===== src/rtl/multicycle_ctrl.sv =====
// multicycle_ctrl: multicycle RV64I control FSM with memory handshakes, branches, trap/halt and retire counter
module multicycle_ctrl #(
  parameter int MEM_TIMEOUT = 16,
  parameter int CNT_W = 32,
  parameter bit SPLICE_EN = 1'b1
) (
  input  logic             clk,
  input  logic             reset,
  input  logic [31:0]      instruction,
  input  logic             alu_equal,
  input  logic             alu_less,
  input  logic             alu_lessu,
  input  logic             imem_ack,
  input  logic             dmem_ack,
  output logic             imem_req,
  output logic             dmem_req,
  output logic             PCWrite,
  output logic             PCWriteCond,
  output logic             PCWriteState,
  output logic             PCSource,
  output logic             ALUSrcA,
  output logic             LoadAOut,
  output logic             RegWrite,
  output logic             LoadRegA,
  output logic             LoadRegB,
  output logic             DMemOp,
  output logic             LoadMDR,
  output logic             IRWrite,
  output logic [1:0]       ALUSrcB,
  output logic [1:0]       MemToReg,
  output logic [1:0]       LoadSplice,
  output logic [1:0]       StoreSplice,
  output logic [3:0]       ALUOp,
  output logic             halted,
  output logic             trap,
  output logic [1:0]       trap_cause,
  output logic [CNT_W-1:0] instret
);
  localparam logic [3:0] ALU_ADD = 4'd0, ALU_SUB = 4'd1, ALU_SLL = 4'd2, ALU_SLT = 4'd3, ALU_SLTU = 4'd4;
  localparam logic [3:0] ALU_XOR = 4'd5, ALU_SRL = 4'd6, ALU_SRA = 4'd7, ALU_OR = 4'd8, ALU_AND = 4'd9;
  localparam int TW = $clog2(MEM_TIMEOUT + 1);
  typedef enum logic [4:0] {
    RST, FETCH, DECODE, MEM_ADDR, LD_REQ, WB_LOAD, SD_REQ, R_EXEC, IMM_EXEC, U_EXEC,
    ARITH_WB, BRANCH, JUMP_LINK, JUMP_JAL, JUMP_JALR, HALT, TRAP
  } state_t;
  state_t           r_state, w_next;
  logic [TW-1:0]    r_cnt;
  logic [CNT_W-1:0] r_instret;
  logic             r_halted, r_trap, w_inst, w_tmo, w_bvalid, w_bcond, w_f7, w_unused;
  logic [1:0]       r_cause, w_cause, w_spl;
  logic [2:0]       w_f3;
  logic [6:0]       w_op;
  logic [3:0]       w_aluop;
  assign w_op = instruction[6:0];
  assign w_f3 = instruction[14:12];
  assign w_f7 = instruction[30];
  assign w_unused = ^{instruction[31], instruction[29:15], instruction[11:7]};
  assign w_tmo = r_cnt == TW'(MEM_TIMEOUT - 1);
  assign w_bvalid = w_f3[2:1] != 2'b01;
  assign w_bcond = (w_f3[2:1] == 2'b00 ? alu_equal : w_f3[2:1] == 2'b10 ? alu_less : alu_lessu) ^ w_f3[0];
  assign w_spl = SPLICE_EN ? w_f3[1:0] : 2'b11;
  assign w_aluop = w_f3 == 3'd0 ? (w_f7 && r_state == R_EXEC ? ALU_SUB : ALU_ADD) :
                   w_f3 == 3'd1 ? ALU_SLL : w_f3 == 3'd2 ? ALU_SLT : w_f3 == 3'd3 ? ALU_SLTU :
                   w_f3 == 3'd4 ? ALU_XOR : w_f3 == 3'd5 ? (w_f7 ? ALU_SRA : ALU_SRL) :
                   w_f3 == 3'd6 ? ALU_OR : ALU_AND;
  assign PCWriteState = PCWrite | (PCWriteCond & w_bcond);
  assign halted = r_halted;
  assign trap = r_trap;
  assign trap_cause = r_cause;
  assign instret = r_instret;
  // next-state and Moore/ack-qualified control flags
  always_comb begin
    w_next = r_state;
    w_cause = r_cause;
    w_inst = 1'b0;
    imem_req = 1'b0;
    dmem_req = 1'b0;
    PCWrite = 1'b0;
    PCWriteCond = 1'b0;
    PCSource = 1'b0;
    ALUSrcA = 1'b0;
    LoadAOut = 1'b0;
    RegWrite = 1'b0;
    LoadRegA = 1'b0;
    LoadRegB = 1'b0;
    DMemOp = 1'b0;
    LoadMDR = 1'b0;
    IRWrite = 1'b0;
    ALUSrcB = 2'd0;
    MemToReg = 2'd0;
    LoadSplice = 2'd0;
    StoreSplice = 2'd0;
    ALUOp = ALU_ADD;
    case (r_state)
      RST: w_next = FETCH;
      FETCH: begin
        imem_req = 1'b1;
        ALUSrcB = 2'd1;
        IRWrite = imem_ack;
        PCWrite = imem_ack;
        w_next = imem_ack ? DECODE : w_tmo ? TRAP : FETCH;
        w_cause = 2'b10;
      end
      DECODE: begin
        LoadRegA = 1'b1;
        LoadRegB = 1'b1;
        LoadAOut = 1'b1;
        ALUSrcB = 2'd2;
        w_next = (w_op == 7'b0000011 || w_op == 7'b0100011) ? MEM_ADDR :
                 w_op == 7'b0010011 ? IMM_EXEC : w_op == 7'b0110011 ? R_EXEC :
                 w_op == 7'b0110111 ? U_EXEC : w_op == 7'b1100011 ? BRANCH :
                 (w_op == 7'b1101111 || w_op == 7'b1100111) ? JUMP_LINK :
                 w_op == 7'b1110011 ? HALT : TRAP;
        w_cause = 2'b01;
        w_inst = w_op == 7'b1110011;
      end
      MEM_ADDR: begin
        ALUSrcA = 1'b1;
        ALUSrcB = 2'd2;
        LoadAOut = 1'b1;
        w_next = w_op[5] ? SD_REQ : LD_REQ;
      end
      LD_REQ: begin
        dmem_req = 1'b1;
        LoadMDR = dmem_ack;
        w_next = dmem_ack ? WB_LOAD : w_tmo ? TRAP : LD_REQ;
        w_cause = 2'b11;
      end
      WB_LOAD: begin
        RegWrite = 1'b1;
        MemToReg = 2'd1;
        LoadSplice = w_spl;
        w_next = FETCH;
        w_inst = 1'b1;
      end
      SD_REQ: begin
        dmem_req = 1'b1;
        DMemOp = 1'b1;
        StoreSplice = w_spl;
        w_next = dmem_ack ? FETCH : w_tmo ? TRAP : SD_REQ;
        w_cause = 2'b11;
        w_inst = dmem_ack;
      end
      R_EXEC: begin
        ALUSrcA = 1'b1;
        LoadAOut = 1'b1;
        ALUOp = w_aluop;
        w_next = ARITH_WB;
      end
      IMM_EXEC: begin
        ALUSrcA = 1'b1;
        ALUSrcB = 2'd2;
        LoadAOut = 1'b1;
        ALUOp = w_aluop;
        w_next = ARITH_WB;
      end
      U_EXEC: begin
        ALUSrcB = 2'd2;
        LoadAOut = 1'b1;
        w_next = ARITH_WB;
      end
      ARITH_WB: begin
        RegWrite = 1'b1;
        w_next = FETCH;
        w_inst = 1'b1;
      end
      BRANCH: begin
        PCWriteCond = w_bvalid;
        PCSource = 1'b1;
        w_next = w_bvalid ? FETCH : TRAP;
        w_cause = 2'b01;
        w_inst = w_bvalid;
      end
      JUMP_LINK: begin
        RegWrite = 1'b1;
        MemToReg = 2'd2;
        w_next = w_op[3] ? JUMP_JAL : JUMP_JALR;
      end
      JUMP_JAL: begin
        PCWrite = 1'b1;
        PCSource = 1'b1;
        w_next = FETCH;
        w_inst = 1'b1;
      end
      JUMP_JALR: begin
        PCWrite = 1'b1;
        ALUSrcA = 1'b1;
        ALUSrcB = 2'd2;
        w_next = FETCH;
        w_inst = 1'b1;
      end
      HALT, TRAP: w_next = r_state;
      default: w_next = RST;
    endcase
  end
  // state, wait counter, retire counter and registered status
  always_ff @(posedge clk) begin
    if (!reset) begin
      r_state <= RST;
      r_cnt <= '0;
      r_instret <= '0;
      r_halted <= 1'b0;
      r_trap <= 1'b0;
      r_cause <= 2'b00;
    end else begin
      r_state <= w_next;
      r_cnt <= w_next != r_state ? '0 : r_cnt + TW'(imem_req | dmem_req);
      r_instret <= r_instret + CNT_W'(w_inst);
      r_halted <= w_next == HALT;
      r_trap <= w_next == TRAP;
      r_cause <= w_next == TRAP ? w_cause : 2'b00;
    end
  end
endmodule


===== config.mk =====
export PLATFORM = sky130hd
export DESIGN_NAME = multicycle_ctrl
export DESIGN_NICKNAME = d
export VERILOG_FILES = /design/src/rtl/multicycle_ctrl.sv
export SDC_FILE = /design/constraint.sdc
export NUM_CORES = 1
export LEC_CHECK = 0
export ABC_AREA = 1
export CAP_MARGIN = 40
export CORE_MARGIN = 10
export CORE_UTILIZATION = 45
export CTS_BUF_LIST = sky130_fd_sc_hd__clkbuf_4 sky130_fd_sc_hd__clkbuf_8
export DETAILED_ROUTE_END_ITERATION = 8
export GPL_TIMING_DRIVEN = 0
export PLACE_DENSITY = 0.8
export SLEW_MARGIN = 10
export SYNTH_ARGS = -nofsm -noshare
export SYNTH_HDL_FRONTEND = slang
export SYNTH_SLANG_ARGS = --single-unit

===== constraint.sdc =====
create_clock -name clk -period 3 [get_ports clk]
set_input_delay 0.6 -clock clk [delete_from_list [all_inputs] [get_ports clk]]
set_output_delay 0.6 -clock clk [all_outputs]
set_load 0.03 [all_outputs]

* Word-level counts from Yosys, hierarchy flattened
Cells that the tools add are included.
** Cells by class
- Reduce and logical (&&, ||, !) cells :: 22
- Multiplexer cells :: 47
- Eq/ne operators :: 37
- Add/sub/neg operators :: 2
- Bitwise gates (word level) :: 5
** Operators with widths (count)
- $mux W5 :: 14
- $eq A5 B4 Y1 const B :: 10
- $pmux W5 S10 :: 1
- $add A32 B1 Y32 :: 1
- $eq A7 B7 Y1 const B :: 4
- $mux W4 :: 7
- $eq A7 B6 Y1 const B :: 3
- $eq A5 B3 Y1 const B :: 4
- $mux W1 :: 16
- $reduce_or A5 Y1 :: 3
- $reduce_or A2 Y1 :: 7
- $eq A5 B2 Y1 const B :: 2
- $eq A5 B5 Y1 const B :: 2
- $eq A3 B3 Y1 const B :: 3
- $mux W2 :: 4
- $pmux W2 S2 :: 2
- $reduce_or A4 Y1 :: 2
- $eq A7 B2 Y1 const B :: 1
- $eq A7 B5 Y1 const B :: 1
- $eq A3 B2 Y1 const B :: 2
- $pmux W2 S3 :: 1
- $reduce_or A3 Y1 :: 2
- $add A5 B1 Y5 :: 1
- $eq A5 B1 Y1 const B :: 1
- 17 further kinds :: 19
** Word-level totals
- Word-level logic and storage cells :: 119
- Output and inout bits :: 62
- Flip-flop bits (word level) :: 46
- Input port bits :: 39

* Depth between registers and ports, before layout
- Depth in word-level cells :: 11
- Gate-level depth with buffers :: 21
- Depth with buffers taken out :: 21

* Worst setup path after synthesis
Ideal clock, no wire load.
- Kind :: reg2reg
- Start point :: register r_state[0]
- End point :: register r_instret[20], in the netlist instret[20]
- Data arrival time :: 2.965 ns
- Slack :: -0.082 ns
- Cell stages (with the launch flop) :: 22
- Period minus slack after synthesis :: 3.082 ns
- Required time :: 2.882 ns
- Buffers on the path :: 0
- Setup time :: 0.118 ns
- Cell sequence :: dfxtp_1 -> inv_2 -> nor2_2 -> inv_1 -> nor2_1 -> a21oi_1 -> nand2_1 -> nor2_1 -> o211ai_1 -> ha_1 -> ha_1 -> nand2_1 -> nor2_2 -> nand2_1 -> nor2_4 -> nand2_2 -> nor2_2 -> nand2_1 -> nor2_2 -> nand3_1 -> o21ai_1 -> a21oi_1
** Between the ends
- Longest elaborated chain between the ends :: 4
- Elaborated cells on any way between the ends :: 10
- Those cells by class :: add/sub: 1; eq/ne: 7; mux: 1; reduce/logical: 1
** RTL lines
- start, declared :: line 46 : state_t r_state, w_next;
- start signal, assigned :: line 206 : r_state <= w_next;
- $eq A5 B4 Y1 / $eq A5 B3 Y1 (equally long branches) :: line 94 : case (r_state)
- $reduce_or A4 Y1 (no source line)
- $pmux W1 S4 * :: line 94
- $add A32 B1 Y32 * :: line 208 : r_instret <= r_instret + CNT_W'(w_inst);
- end signal, assigned :: line 208
- end, declared :: line 48 : logic [CNT_W-1:0] r_instret;
Mark *: on every way between the ends. The rest lies on a longest branch, timed or not.
A chain may end at the register's enable or synchronous reset.

* Worst setup path in the final report
- Start point :: register r_state[2]
- End point :: output ALUOp[3]
** Between the ends
- Longest elaborated chain between the ends :: 3
- Elaborated cells on any way between the ends :: 4
- Those cells by class :: eq/ne: 2; mux: 1; reduce/logical: 1
** RTL lines
- $eq A5 B3 Y1 / $eq A5 B4 Y1 (equally long branches) :: line 94
- $reduce_or A2 Y1 (no source line) *
- $mux W4 * :: line 94
- end, declared :: line 33 : output logic [3:0] ALUOp,
Marked as above.

==> reports/qor.log <==
[status] result of the run finished, final reports clean
[cts] clock transition at the registers of the reported paths 0.09 ns
[global_routing] number of global-route vias before repair 3322
[finish] final core utilization 67.7%
[finish] final design instance area without fill 4280 sq um
[critical_path] cell family with most CP delay buffers and inverters
[finish] count of nets after finishing 611
[timing] worst clock skew 0.00808 ns
[timing] highest clock frequency the design can meet 347 MHz
[critical_path] buffers plus inverters on the worst setup path 3
[worst_hold_path] hold path startpoint instret[5]
[critical_path] arrival time of the worst setup path 2.28 ns
[yosys] leading area contributor after synthesis sky130_fd_sc_hd__dfxtp_1
[placement] Placer Congestion 0.929
[yosys] count of synthesis-stage warnings from yosys 0
[routing] via count of the routed design 3409
[cts] clk_lat worst skew 0.30 ns
[power] share of total power in the clock network 33.7%
[power] Worst IR Drop VDD 0.225 mV
[critical_path] critical path endpoint category output pin
[critical_path] first element of the critical path r_state[2]
[power] P_leak 1.93 nW
[placement] Port Buffer Count 78
[timing] final hold violation count 0
[floorplanning] Die X 100 um
[cts] maximum buffer depth of the clock tree 2
[yosys] post-synthesis average cell area 6.36 sq um
[floorplanning] io pins 101
[routing] DRT Wirelength 9440 um
[critical_path] R2R Setup Slk 0.18 ns
[timing] Period Utilization, post-route 96.0%
[timing] slew at the pin closest to its max-slew limit 0.593 ns
[timing] final number of setup-violating endpoints 0
[global_routing] residual overflow from global routing 0
[timing] worst path setup slack after routing 0.120 ns
[power] sequential share of power 45.7%
[finish] number of inserted diodes 0
[critical_path] worst endpoint required time 2.40 ns
[timing] Final Slew Violations 0
[floorplanning] core area 6310 sq um
[yosys] total of flip-flops plus latches after synthesis 46
[power] post-layout total power 1.38 mW
[yosys] Mapped Area 2910 sq um
[yosys] Mapped Nets 501
[cts] clock tree from TritonCTS done
[power] net switching power 0.409 mW
[finish] fraction of layout instances using a drive strength above 1 19.5%
[finish] Area Growth Syn to Fin 46.8%
[run] max_cap viols 0
[cts] clk root buf sky130_fd_sc_hd__clkbuf_8
[yosys] distinct cell type count after synthesis 34
[timing] worst-case headroom to the max-slew limit 60.4%
[floorplanning] area of the die 10100 sq um
[global_routing] global routing usage summed across all routing layers 18.1%
[global_routing] wire length of the first global-routing pass 15400 um
[yosys] share of synthesized area occupied by flip-flops and latches 31.6%
[timing] post-route worst hold slack 0.498 ns
[power] Pwr per Cell Area 323 nW/um^2
[placement] placement-stage cell area 3790 sq um
[global_routing] maximum number of pins on one net before global-route repair 16
[routing] post-DR vias/cell 5.28
[critical_path] biggest cell delay along the critical path 0.70 ns
[power] combinational share of power 20.6%
[critical_path] type of origin of the critical path flop
[global_routing] number of antenna violations at the first check in global routing 0
[yosys] Mapped Cells 458
[placement] worst slack after detailed placement -0.710 ns
[routing] number of violations reported at the end of detailed-routing iteration 0 199
[critical_path] largest fanout on the critical path 6
[routing] number of optimization iterations in the first detailed-route pass 5
[cts] clk sinks 46
[routing] post-detailed-route DRC marker count 0
[power] net switching share of the total power 29.6%
[critical_path] r2r startpoint r_state[4]
[yosys] most area-consuming cells after synthesis sky130_fd_sc_hd__dfxtp_1 32%, sky130_fd_sc_hd__nand2_1 14%, sky130_fd_sc_hd__nor2_1 8.4%
[cts] H-tree depth 2
[critical_path] ordered list of cells on the worst path inv_1, nor2_1, nand3_2, nand2_2, inv_1, nor3_1, clkdlybuf4s50_1
[floorplanning] initial standard-cell utilization of the core 46.2%
[critical_path] most repeated library cell on the critical path sky130_fd_sc_hd__inv_1
[worst_hold_path] type of the most critical hold path flop to flop
[placement] placed wire-length estimate 7180 um
[routing] WL per Instance 14.6 um
[power] internal power 0.974 mW
[yosys] Yosys top cell area share 31.6%
[floorplanning] y dimension of the die 100 um
[critical_path] Critical Setup Path Class flop to output pin
[cts] cts bufs inserted 5
[critical_path] critical path's slowest cell sky130_fd_sc_hd__clkdlybuf4s50_1
[timing] Period minus WS final 2.88 ns
[routing] number of routed nets with antenna violations 0
[floorplanning] number of rows created at floorplan 29
[cell families after synthesis]
kind of cell / count (synthesis) / synth area share, %
and+or+nand+nor: 271 / 44.1
xor gates and xnor gates: 8 / 2.40
AOI/OAI and AO/OA: 52 / 9.92
adders and majority gates: 4 / 1.72
buffers and inverters: 77 / 10.3
DFF: 46 / 31.6
[layout make-up]
class                      count  area [sq um]
buffer                         6          37.5
clock buffer                   5          68.8
clock inverter                 3          43.8
fill                         568          2040
inverter                      71           267
multi-input combinational    335          1850
sequential                    46           935
tap                           77          96.3
timing repair buffer         103           983
[metal layers]
metal / vias to the layer above / global-route usage [%] / wire length, um
li1: 1695 / - / -
met4: 0 / 4.46 / 146
met2: 123 / 32.6 / 4730
met1: 1575 / 20.5 / 3890
met3: 16 / 4.94 / 670
met5: - / 0 / 0
[path summary, 6_finish.rpt]
path,end,depth (start not counted)
worst min register to register,instret[5],1
worst min-delay path,instret[5],1
worst max register to register,instret[26],21
worst max-delay path,ALUOp[3],7
[timing repair]
action | 4_1_cts | 5_1_grt
endpoints found under the setup margin | 14 | 25
setup buffers | 21 | 4
resized for setup | 26 | 32
hold buffers | 0 | 0
pin swaps | 13 | 9
[state kept, by name, indices dropped and copies added (netlist names)]
signal	count
instret	32
r_cnt	5
r_state	5
trap_cause	2
halted	1
trap	1
[through the flow]
| stage | setup TNS, ns | cells |
|---|---|---|
| 6_report | 0 | 646 |
| 3_5_place_dp | -8.89 | 613 |
| 5_1_grt | -0.0238 | 646 |
| 2_1_floorplan | 0 | 458 |
| 4_1_cts | 0 | 642 |
| 3_3_place_gp | -7.61 | 613 |
[power by group through the flow]
stage          combinational (mW)  clock [mW]  sequential (mW)
5_1_grt                     0.313       0.505            0.633
3_5_place_dp                0.272           0            0.643
6_report                    0.285       0.466            0.631
3_3_place_gp                0.271           0            0.643
2_1_floorplan               0.169           0            0.644
4_1_cts                     0.275       0.476            0.630
[Yosys cell counts]
master and count:
sky130_fd_sc_hd__nor4_1 2, sky130_fd_sc_hd__ha_1 4, sky130_fd_sc_hd__nand4_1 15, sky130_fd_sc_hd__buf_6 1, sky130_fd_sc_hd__nand2_1 105, sky130_fd_sc_hd__nor2_4 4, sky130_fd_sc_hd__nand2_2 6, sky130_fd_sc_hd__a21oi_1 28
sky130_fd_sc_hd__o211ai_1 3, sky130_fd_sc_hd__o21a_1 3, sky130_fd_sc_hd__a21oi_2 1, sky130_fd_sc_hd__buf_4 1, sky130_fd_sc_hd__inv_1 63, sky130_fd_sc_hd__o21bai_1 2, sky130_fd_sc_hd__xor2_1 7, sky130_fd_sc_hd__nand3_2 8
sky130_fd_sc_hd__nor3_1 17, sky130_fd_sc_hd__clkbuf_1 4, sky130_fd_sc_hd__or2_0 1, sky130_fd_sc_hd__nor3b_2 1, sky130_fd_sc_hd__and3_1 1, sky130_fd_sc_hd__nor3b_1 3, sky130_fd_sc_hd__a211oi_1 1, sky130_fd_sc_hd__o21ai_0 11
sky130_fd_sc_hd__nand3_1 28, sky130_fd_sc_hd__nor2_2 13, sky130_fd_sc_hd__nor3_4 1, sky130_fd_sc_hd__nor2_1 65, sky130_fd_sc_hd__inv_2 8, sky130_fd_sc_hd__dfxtp_1 46, sky130_fd_sc_hd__o21ai_1 1, sky130_fd_sc_hd__xnor2_1 1
sky130_fd_sc_hd__a31oi_1 2, sky130_fd_sc_hd__or2_2 1
[placed cells by master (no fill, tap or decap), drive strengths merged, types with 9 or more instances in the layout]
cell type | Yosys | final
buf | 2 | 27
inv | 71 | 72
nor3 | 18 | 18
clkbuf | 4 | 9
nand4 | 15 | 15
a21oi | 29 | 29
dfxtp | 46 | 46
o21ai | 12 | 12
nand2 | 111 | 111
nand3 | 36 | 36
nor2 | 82 | 82
clkdlybuf4s50 | 0 | 68
Power figures use the tool's default switching activity.
